==> config.mk <==
export PLATFORM = sky130hd
export DESIGN_NAME = ssp_rx
export DESIGN_NICKNAME = d
export VERILOG_FILES = /design/src/rtl/ssp_pkg.sv /design/src/rtl/ssp_fifo.sv /design/src/rtl/ssp_rx.sv
export SDC_FILE = /design/constraint.sdc
export NUM_CORES = 1
export LEC_CHECK = 0
export CORE_MARGIN = 1
export CORE_UTILIZATION = 30
export CTS_CLUSTER_SIZE = 14
export DETAILED_ROUTE_END_ITERATION = 12
export GPL_TIMING_DRIVEN = 0
export PLACE_DENSITY = 0.55
export SYNTH_ARGS = -nofsm -noshare
export SYNTH_HDL_FRONTEND = slang
export SYNTH_SLANG_ARGS = --single-unit
==> constraint.sdc <==
create_clock -name PCLK -period 2.7 [get_ports PCLK]
set_input_delay 0.54 -clock PCLK [delete_from_list [all_inputs] [get_ports PCLK]]
set_output_delay 0.54 -clock PCLK [all_outputs]
set_load 0.02 [all_outputs]
==> src/rtl/ssp_pkg.sv <==
// ssp_pkg: definitions shared by the SSP receive and transmit paths.
//   SSP_DATA_W     - serial frame / FIFO word width
//   SSP_FIFO_DEPTH - entries in each SSP FIFO (power of two)
//   rx_state_t     - receive deserialiser states
package ssp_pkg;

    localparam int SSP_DATA_W     = 8;
    localparam int SSP_FIFO_DEPTH = 4;

    typedef enum logic {
        RX_IDLE  = 1'b0,
        RX_SHIFT = 1'b1
    } rx_state_t;

endpackage

==> src/rtl/ssp_fifo.sv <==
// ssp_fifo: DEPTH x DATA_W synchronous FIFO with show-ahead output.
// Ports:
//   i_clk   - clock, rising edge
//   i_rst   - asynchronous active-high reset (clears pointers, count, storage)
//   i_push  - write i_din; accepted when not full, or when a pop happens too
//   i_pop   - advance read pointer; ignored when empty
//   i_din   - write data
//   o_dout  - word at the read pointer (stale contents when empty)
//   o_full  - count == DEPTH
//   o_empty - count == 0
module ssp_fifo #(
    parameter int DATA_W = 8,
    parameter int DEPTH  = 4
) (
    input  logic              i_clk,
    input  logic              i_rst,
    input  logic              i_push,
    input  logic              i_pop,
    input  logic [DATA_W-1:0] i_din,
    output logic [DATA_W-1:0] o_dout,
    output logic              o_full,
    output logic              o_empty
);

    localparam int AW = (DEPTH > 1) ? $clog2(DEPTH) : 1;

    logic [DATA_W-1:0] r_mem [DEPTH];
    logic [AW-1:0]     r_wr_ptr;
    logic [AW-1:0]     r_rd_ptr;
    logic [AW:0]       r_count;

    logic w_pop;
    logic w_push;

    assign o_full  = (r_count == (AW + 1)'(DEPTH));
    assign o_empty = (r_count == '0);
    assign o_dout  = r_mem[r_rd_ptr];

    // A pop on the same edge frees a slot, so a push into a full FIFO still lands.
    assign w_pop  = i_pop && !o_empty;
    assign w_push = i_push && (!o_full || w_pop);

    always_ff @(posedge i_clk or posedge i_rst) begin
        if (i_rst) begin
            for (int unsigned i = 0; i < DEPTH; i++) begin
                r_mem[AW'(i)] <= '0;
            end
            r_wr_ptr <= '0;
            r_rd_ptr <= '0;
            r_count  <= '0;
        end else begin
            if (w_push) begin
                r_mem[r_wr_ptr] <= i_din;
                r_wr_ptr        <= r_wr_ptr + AW'(1);
            end
            if (w_pop) begin
                r_rd_ptr <= r_rd_ptr + AW'(1);
            end
            case ({w_push, w_pop})
                2'b10:   r_count <= r_count + (AW + 1)'(1);
                2'b01:   r_count <= r_count - (AW + 1)'(1);
                default: r_count <= r_count;
            endcase
        end
    end

endmodule

==> src/rtl/ssp_rx.sv <==
// ssp_rx: receive half of the serial synchronous port.
// Deserialises MSB-first frames (one-period FSS pulse ahead of the MSB) into a
// receive FIFO that is read over the APB-style select/read port.
// Ports:
//   PCLK      - sole clock, rising edge
//   CLEAR     - asynchronous active-high reset
//   PSEL      - peripheral select
//   PWRITE    - 1 = write (ignored), 0 = read; a read pops one word per cycle
//   SSPCLKIN  - serial clock, synchronous to PCLK, at most PCLK/2
//   SSPFSSIN  - frame sync
//   SSPRXD    - serial data
//   PRDATA    - head-of-FIFO word (show-ahead)
//   SSPRXINTR - high while the FIFO is full
module ssp_rx
    import ssp_pkg::*;
#(
    parameter int DATA_W = SSP_DATA_W,
    parameter int DEPTH  = SSP_FIFO_DEPTH
) (
    input  logic              PCLK,
    input  logic              CLEAR,
    input  logic              PSEL,
    input  logic              PWRITE,
    input  logic              SSPCLKIN,
    input  logic              SSPFSSIN,
    input  logic              SSPRXD,
    output logic [DATA_W-1:0] PRDATA,
    output logic              SSPRXINTR
);

    localparam int BCW = $clog2(DATA_W);

    rx_state_t         r_state;
    rx_state_t         w_state_nxt;
    logic [BCW-1:0]    r_bitcnt;
    logic [BCW-1:0]    w_bitcnt_nxt;
    logic [DATA_W-1:0] r_shreg;
    logic [DATA_W-1:0] w_shreg_nxt;
    logic              r_sclk_q;

    logic w_sample;
    logic w_push;
    logic w_pop;
    logic w_full;
    logic w_empty;

    // Sample on the falling edge of SSPCLKIN as seen in the PCLK domain.
    assign w_sample = r_sclk_q && !SSPCLKIN;
    assign w_pop    = PSEL && !PWRITE && !w_empty;

    always_ff @(posedge PCLK or posedge CLEAR) begin
        if (CLEAR) begin
            r_state  <= RX_IDLE;
            r_bitcnt <= '0;
            r_shreg  <= '0;
            r_sclk_q <= 1'b0;
        end else begin
            r_state  <= w_state_nxt;
            r_bitcnt <= w_bitcnt_nxt;
            r_shreg  <= w_shreg_nxt;
            r_sclk_q <= SSPCLKIN;
        end
    end

    always_comb begin
        w_state_nxt  = r_state;
        w_bitcnt_nxt = r_bitcnt;
        w_shreg_nxt  = r_shreg;
        w_push       = 1'b0;
        if (w_sample) begin
            case (r_state)
                RX_IDLE: begin
                    if (SSPFSSIN) begin
                        w_state_nxt  = RX_SHIFT;
                        w_bitcnt_nxt = '0;
                    end
                end
                RX_SHIFT: begin
                    w_shreg_nxt = {r_shreg[DATA_W-2:0], SSPRXD};
                    if (r_bitcnt == BCW'(DATA_W - 1)) begin
                        w_push       = 1'b1;
                        w_bitcnt_nxt = '0;
                        // FSS on the last bit chains straight into the next frame.
                        if (!SSPFSSIN) begin
                            w_state_nxt = RX_IDLE;
                        end
                    end else begin
                        w_bitcnt_nxt = r_bitcnt + BCW'(1);
                    end
                end
                default: w_state_nxt = RX_IDLE;
            endcase
        end
    end

    // The completed byte is the shift register including this sample's bit.
    ssp_fifo #(
        .DATA_W (DATA_W),
        .DEPTH  (DEPTH)
    ) u_fifo (
        .i_clk   (PCLK),
        .i_rst   (CLEAR),
        .i_push  (w_push),
        .i_pop   (w_pop),
        .i_din   (w_shreg_nxt),
        .o_dout  (PRDATA),
        .o_full  (w_full),
        .o_empty (w_empty)
    );

    assign SSPRXINTR = w_full;

endmodule

==> flow_summary.yaml, run 1 <==
outcome:
  run_status: "complete, no violations"
worst_setup_path:
  crit_chain: "mux4_2, clkdlybuf4s50_1"
  crit_fanout: 10
  critPathArrivalTime_ns: 2.05
  slowest_delay_ns: 0.64
  critPathLaunch: "u_fifo.r_rd_ptr[0]$_DFFE_PP0P_"
  endpoint_kind: "output port"
  worst_setup_path_start_kind: "register"
  worst-endpoint-required_ns: 2.16
  r2r-start: "r_bitcnt[0]$_DFFE_PP0P_"
  crit_family: "flip-flops"
  critPathBufInv: 1
  critPathKind: "reg2out"
  slowest_stage: "dfrtp_1"
synth:
  syn_area_um2: 2435
  ys_seq_elements: 52
  ys_seq_area_share_pct: 53.44
  syn_nets: 220
  synth_edf_count: 0
  ys_async_sr_fraction_pct: 100.0
  syn_avg_cell_area_um2: 11.82
  yosysTopAreaCellShare_pct: 53.44
  yosysUniqueCellTypes: 32
  synth_ff_type: "dfrtp_1"
  yosysTopAreaCell: "dfrtp_1"
  synth_cells: 206
  yosysWarnings: 0
  synthTopCellsByArea: "dfrtp_1 (53%), mux4_2 (7.4%), o21ai_0 (7.2%)"
timing:
  max_freq_mhz: 385.4
  finalClockSkew_ns: 0.005021
  tightest_slew_ns: 0.5034
  worst_slack_ns: 0.1050
  setup_viol: 0
  hold_ws_ns: 0.4818
  rsz0062_at_grt: "false"
  finalCriticalPeriod_ns: 2.595
  finalCritPeriodShare_pct: 96.11
  slew_violations: 0
  final-hold-violation-count: 0
  slew_headroom_pct: 66.39
floorplanning:
  rows: 32
  core_area_um2: 7807
  start_util_pct: 31.19
  die_width_um: 92.09
  die_h_um: 92.09
  io_pins: 16
  dieArea_um2: 8481
pwr:
  p_leak_nw: 1.276
  power.total_w: 0.002316
  seqPwrFrac_pct: 48.0
  power_density_nw_per_um2: 815.5
  clkPwrFrac_pct: 22.8
  power_frac_comb_pct: 29.2
  ir_drop_uv: 239.8
  switchingPower_w: 0.0007729
  p_int_w: 0.001543
  switching_share_pct: 33.37
placed_design:
  port_buffers: 15
  dpl-instance-area_um2: 2733
  hpwl_mm: 3.147
  globalplace.congestion: 0.7106
  pre_cts_ws_ns: -0.09518
finish:
  nets: 242
  area_growth_pct: 16.65
  stdcell_area_um2: 2840
  fillCellCount: 782
  layout-drive-gt1-share_pct: 16.16
  n_antenna_cell: 0
drt:
  antenna_left: 0
  vias: 1534
  route.detailed.drc: 0
  wl_mm: 4.387
  wire_per_inst_um: 13.25
  firstDrtPassIters: 5
  viasPerCell: 4.634
  drt_iter0_drc: 55
global_routing:
  grt_usage_pct: 11.91
  first_global_vias: 1615
  grt_first_pass_wirelength_mm: 7.665
  grt_max_degree: 31
  grt_overflow: 0
  antenna_found_initial: 0
clock_tree:
  hold_buffers: 0
  cts_tree: "yes"
  cts_made_buffers: 5
  clockBufferDepth: 2
  postCtsSetupRepairBufs: 0
  post_cts.resized_instances: 0
  clock_latency_ns: 0.30
  htreeDepth: 2
  path_clk_slew_ns: 0.09
  cts_sinks: 52
  ctsRootBufferMaster: "clkbuf_8"
hold_path:
  hp-class: "reg2reg"
  hold_path.startpoint: "u_fifo.r_mem[31]$_DFFE_PP0P_"
flow_run:
  maxCapViolCount: 0
[flip-flops by register name (all words and copies together) (netlist names)]
register / flops
r_bitcnt: 3
r_sclk_q: 1
r_shreg: 8
r_state: 1
u_fifo.r_count: 3
u_fifo.r_mem: 32
u_fifo.r_rd_ptr: 2
u_fifo.r_wr_ptr: 2
[cell type report]
cell class / instances / area [µm²] / share of cell area [%]
timing repair buffer: 16 / 170.2 / 5.991
clock buffer: 5 / 68.82 / 2.423
tap: 102 / 127.6 / 4.493
clock inverter: 3 / 42.54 / 1.498
sequential: 52 / 1301 / 45.82
multi-input combinational: 132 / 1002 / 35.29
inverter: 12 / 45.04 / 1.586
buffer: 9 / 82.58 / 2.907
[metal layers]
layer / GRT usage, % / part of all wire (%) / up-vias
li1: - / - / 764
met1: 13.96 / 46 / 753
met2: 21.02 / 50 / 12
met3: 2.488 / 1.8 / 5
met4: 5.078 / 1.8 / 0
met5: 0 / 0 / -
[Yosys cell counts (2+ instances only)]
cell type	n
dfrtp_1	52
o211ai_4	4
nor2_1	2
xnor2_1	4
mux4_2	8
buf_2	3
nor2b_1	2
o21ai_0	35
inv_1	12
ha_1	6
nor3_1	3
mux2i_1	8
nand2_1	39
buf_6	6
a32o_1	2
nand3_1	4
[power by group through the flow]
stage | clock network, W | logic, W | registers [W]
floorplan | 0 | 0.000546 | 0.00106
global placement | 0 | 0.000708 | 0.00109
detailed placement | 0 | 0.000724 | 0.00110
CTS | 0.000545 | 0.000688 | 0.00111
global route | 0.000582 | 0.000772 | 0.00114
finish | 0.000529 | 0.000676 | 0.00111
[per-stage QoR]
stage / std cells / util [%] / TNS [ns]
5_1_grt: 331 / 36.38 / 0
3_5_place_dp: 324 / 35.00 / -0.09518
6_report: 331 / 36.38 / 0
2_1_floorplan: 206 / - / 0
3_3_place_gp: 323 / 34.74 / -7.025
4_1_cts: 331 / 36.38 / 0
[final timing paths]
path                       cells past startpoint  slack [ns]                             to
min in group asynchronous                      2        0.58    u_fifo.r_mem[8]$_DFFE_PP0P_
hold reg to reg                                2        0.48   u_fifo.r_mem[31]$_DFFE_PP0P_
max in group asynchronous                      3        1.60           r_shreg[0]$_DFF_PP0_
setup / recovery                               2        0.11                      PRDATA[7]
setup reg to reg                               8        0.21  u_fifo.r_count[2]$_DFFE_PP0P_
hold / removal                                 2        0.48   u_fifo.r_mem[31]$_DFFE_PP0P_
[worst register-to-register path: cells and delay by family (launching register included)]
| kind | cells | cell delay, ns |
|---|---|---|
| AOI/OAI and AO/OA | 2 | 0.62 |
| adders and majority gates | 3 | 0.80 |
| buffers and inverters | 1 | 0.19 |
| DFF | 1 | 0.39 |
| and+or+nand+nor | 2 | 0.42 |
[logic make-up after synthesis]
group	count (synthesis)	share of synthesized area (%)
AOI/OAI and AO/OA	48	14.03
xor gates and xnor gates	5	1.798
DFF	52	53.44
muxes	17	11.15
and+or+nand+nor	55	10.28
buffers and inverters	22	5.395
adders and majority gates	7	3.905
[cells in the final DEF, fill, tap and decap left out, types with 5 or more instances in the layout]
cell / count
clkbuf_8: 5
clkdlybuf4s50_1: 15
nand2_1: 39
dfrtp_1: 52
buf_6: 6
ha_1: 6
inv_1: 11
mux2i_1: 8
o21ai_0: 35
mux4_2: 8
(Power assumes the default switching activity.)
==> run 2, diff against run 1 <==
- ABC_AREA: not set -> 1
==> run 2 against run 1 <==
  * Sequential power up 8%
  * Core utilization increased by 0.54 points
  * Register-to-register slack improved by 0.62 ns
  * Sequential cell count stayed put
  * Clock skew grew 0.0056 ns
  * Via count grew 18%
  * Synthesized cell count increased by 30%
  * Global-route usage is 1.7 points higher
  * Fmax grew 7.9%
  * Total power up 32%
  * Design area increased by 0.97%
==> flow_summary.yaml, run 2 <==
outcome:
  run_status: "complete, no violations"
global_routing:
  grt_usage_pct: 13.58
  grt_max_degree: 29
  first_global_vias: 1938
  antenna_found_initial: 0
  grt_overflow: 0
  grt_first_pass_wirelength_mm: 9.163
synth:
  synthTopCellsByArea: "dfrtp_1 (54%), nand2_1 (8.6%), o21ai_1 (8.6%)"
  synth_cells: 268
  yosysUniqueCellTypes: 23
  synth_commonest_cells: "nand2_1 (56), dfrtp_1 (52), o21ai_1 (42)"
  yosysTopAreaCellShare_pct: 53.53
  synth_most_common_cell: "nand2_1"
  yosysTopAreaCell: "dfrtp_1"
  syn_area_um2: 2431
  syn_avg_cell_area_um2: 9.071
  ys_async_sr_fraction_pct: 100.0
  yosysWarnings: 0
  synth_edf_count: 0
  synth_ff_type: "dfrtp_1"
  syn_nets: 282
  ys_seq_area_share_pct: 53.53
  ys_seq_elements: 52
timing:
  tightest_slew_ns: 0.5696
  finalCritPeriodShare_pct: 89.05
  final-hold-violation-count: 0
  hold_ws_ns: 0.4946
  setup_viol: 0
  rsz0062_at_grt: "false"
  slew_violations: 0
  finalCriticalPeriod_ns: 2.404
  max_freq_mhz: 415.9
  finalClockSkew_ns: 0.01059
  finalSetupTns_ns: 0
  slew_headroom_pct: 61.97
finish:
  area_growth_pct: 17.96
  most-common-layout-cells: "nand2_1 (56), dfrtp_1 (52), o21ai_1 (42), inv_1 (26), nor2_1 (21)"
  layout_commonest_cell: "nand2_1"
  nets: 304
  layout-drive-gt1-share_pct: 11.38
  top_register: "u_fifo.r_mem"
  n_antenna_cell: 0
  reg_top3: "u_fifo.r_mem (32), r_shreg (8)"
  largest_register_ffs: 32
clock_tree:
  path_clk_slew_ns: 0.09
  clockBufferDepth: 2
  cts_sinks: 52
  htreeDepth: 2
  cts_made_buffers: 5
  cts_tree: "yes"
  hold_buffers: 0
  ctsRootBufferMaster: "clkbuf_8"
  clock_latency_ns: 0.31
floorplanning:
  dieArea_um2: 8468
  die_h_um: 92.02
  start_util_pct: 31.30
  io_pins: 16
  core_area_um2: 7767
  die_width_um: 92.02
  rows: 32
worst_setup_path:
  worst-endpoint-required_ns: 2.16
  critPathKind: "reg2out"
  critPathArrivalTime_ns: 1.86
  endpoint_kind: "output port"
  worst_setup_path_start_kind: "register"
  crit_fanout: 10
drt:
  wl_mm: 4.974
  drt_iter0_drc: 98
  antenna_left: 0
  viasPerCell: 4.605
  vias: 1805
  wire_per_inst_um: 12.69
  route.detailed.drc: 0
  firstDrtPassIters: 4
flow_run:
  maxCapViolCount: 0
placed_design:
  port_buffers: 15
  globalplace.congestion: 0.7524
  hpwl_mm: 3.684
hold_path:
  hp-class: "reg2reg"
pwr:
  power_density_nw_per_um2: 1065
  p_leak_nw: 1.439
  ir_drop_uv: 275.8
run 2: changes by cell type in the layout (fill, tap and decap cells not counted), moves of 6 or more:
cell	delta
inv_1	+15
inv_2	+6
o21ai_1	+42
nor2_1	+19
o21ai_0	-19
dlymetal6s2s_1	+6
clkdlybuf4s50_1	-8
mux4_2	-8
nand2_1	+17
o22ai_1	+8
mux2i_1	-8
run 2: final cells by class:
class,instances,area (µm²)
fill,810,4900
sequential,52,1301
multi-input combinational,174,939.7
timing repair buffer,16,182.7
tap,102,127.6
inverter,33,123.9
clock buffer,5,68.82
buffer,8,63.81
clock inverter,2,60.06
run 2: power breakdown:
group | switching (W) | internal, W | total [W]
clock | 0.000253 | 0.000365 | 0.000618
combinational | 0.000762 | 0.000473 | 0.00124
sequential | 0.000168 | 0.00103 | 0.00120
run 2: metal layers:
metal,routed length (µm),vias to the layer above,GRT usage (%),part of all wire [%]
met5,0,-,0,0
met4,95,0,4.557,1.9
met3,121,9,2.653,2.4
met2,2302,21,22.89,46
met1,2455,866,17.40,49
li1,-,909,-,-
run 2: final timing paths:
check                      depth (start not counted)  slack, ns                            from                       endpoint
max                                                5       0.30  u_fifo.r_rd_ptr[0]$_DFFE_PP0P_                      PRDATA[6]
min                                                2       0.49    u_fifo.r_mem[20]$_DFFE_PP0P_   u_fifo.r_mem[20]$_DFFE_PP0P_
max reg2reg                                       10       0.83         r_bitcnt[0]$_DFFE_PP0P_  u_fifo.r_count[2]$_DFFE_PP0P_
min reg2reg                                        2       0.49    u_fifo.r_mem[20]$_DFFE_PP0P_   u_fifo.r_mem[20]$_DFFE_PP0P_
max in group asynchronous                          3       1.54                           CLEAR   u_fifo.r_mem[31]$_DFFE_PP0P_
min in group asynchronous                          2       0.60                           CLEAR   u_fifo.r_mem[21]$_DFFE_PP0P_
run 2: worst max-delay path, cell delays in order, from the launching register on:
cell and delay [ns]:
dfrtp_1 0.50, inv_2 0.17, buf_2 0.25, nor2_1 0.06, o22ai_1 0.22, dlygate4sd2_1 0.36
run 2: cell families (layout without fill, tap and decap cells):
| kind of cell | Yosys count | in the layout | share of synthesized area, % |
|---|---|---|---|
| simple gates | 93 | 93 | 18.22 |
| xor+xnor | 2 | 2 | 0.7207 |
| fa+ha+maj | 7 | 7 | 3.911 |
| buf+inv | 42 | 64 | 7.822 |
| compound gates | 72 | 72 | 15.80 |
| flops | 52 | 52 | 53.53 |
run 2: per-stage QoR:
stage / total power (W) / instances / setup WS (ns) / cell area (µm²) / utilization [%]
final: 0.003054 / 392 / 0.2956 / 2868 / 36.92
after CTS: 0.003094 / 392 / 0.02021 / 2853 / 36.73
after global routing: 0.003316 / 392 / 0.1870 / 2868 / 36.92
after global placement: 0.002460 / 385 / -0.1829 / 2709 / 34.87
after floorplan: 0.002045 / 268 / 0.8875 / 2431 / -
after detailed placement: 0.002491 / 386 / 0.07005 / 2729 / 35.13
run 2: timing repair:
item	CTS	global route
setup endpoints to repair	8	6
endpoints found under the hold margin	0	0
resized for setup	4	7
buffers inserted	0	0
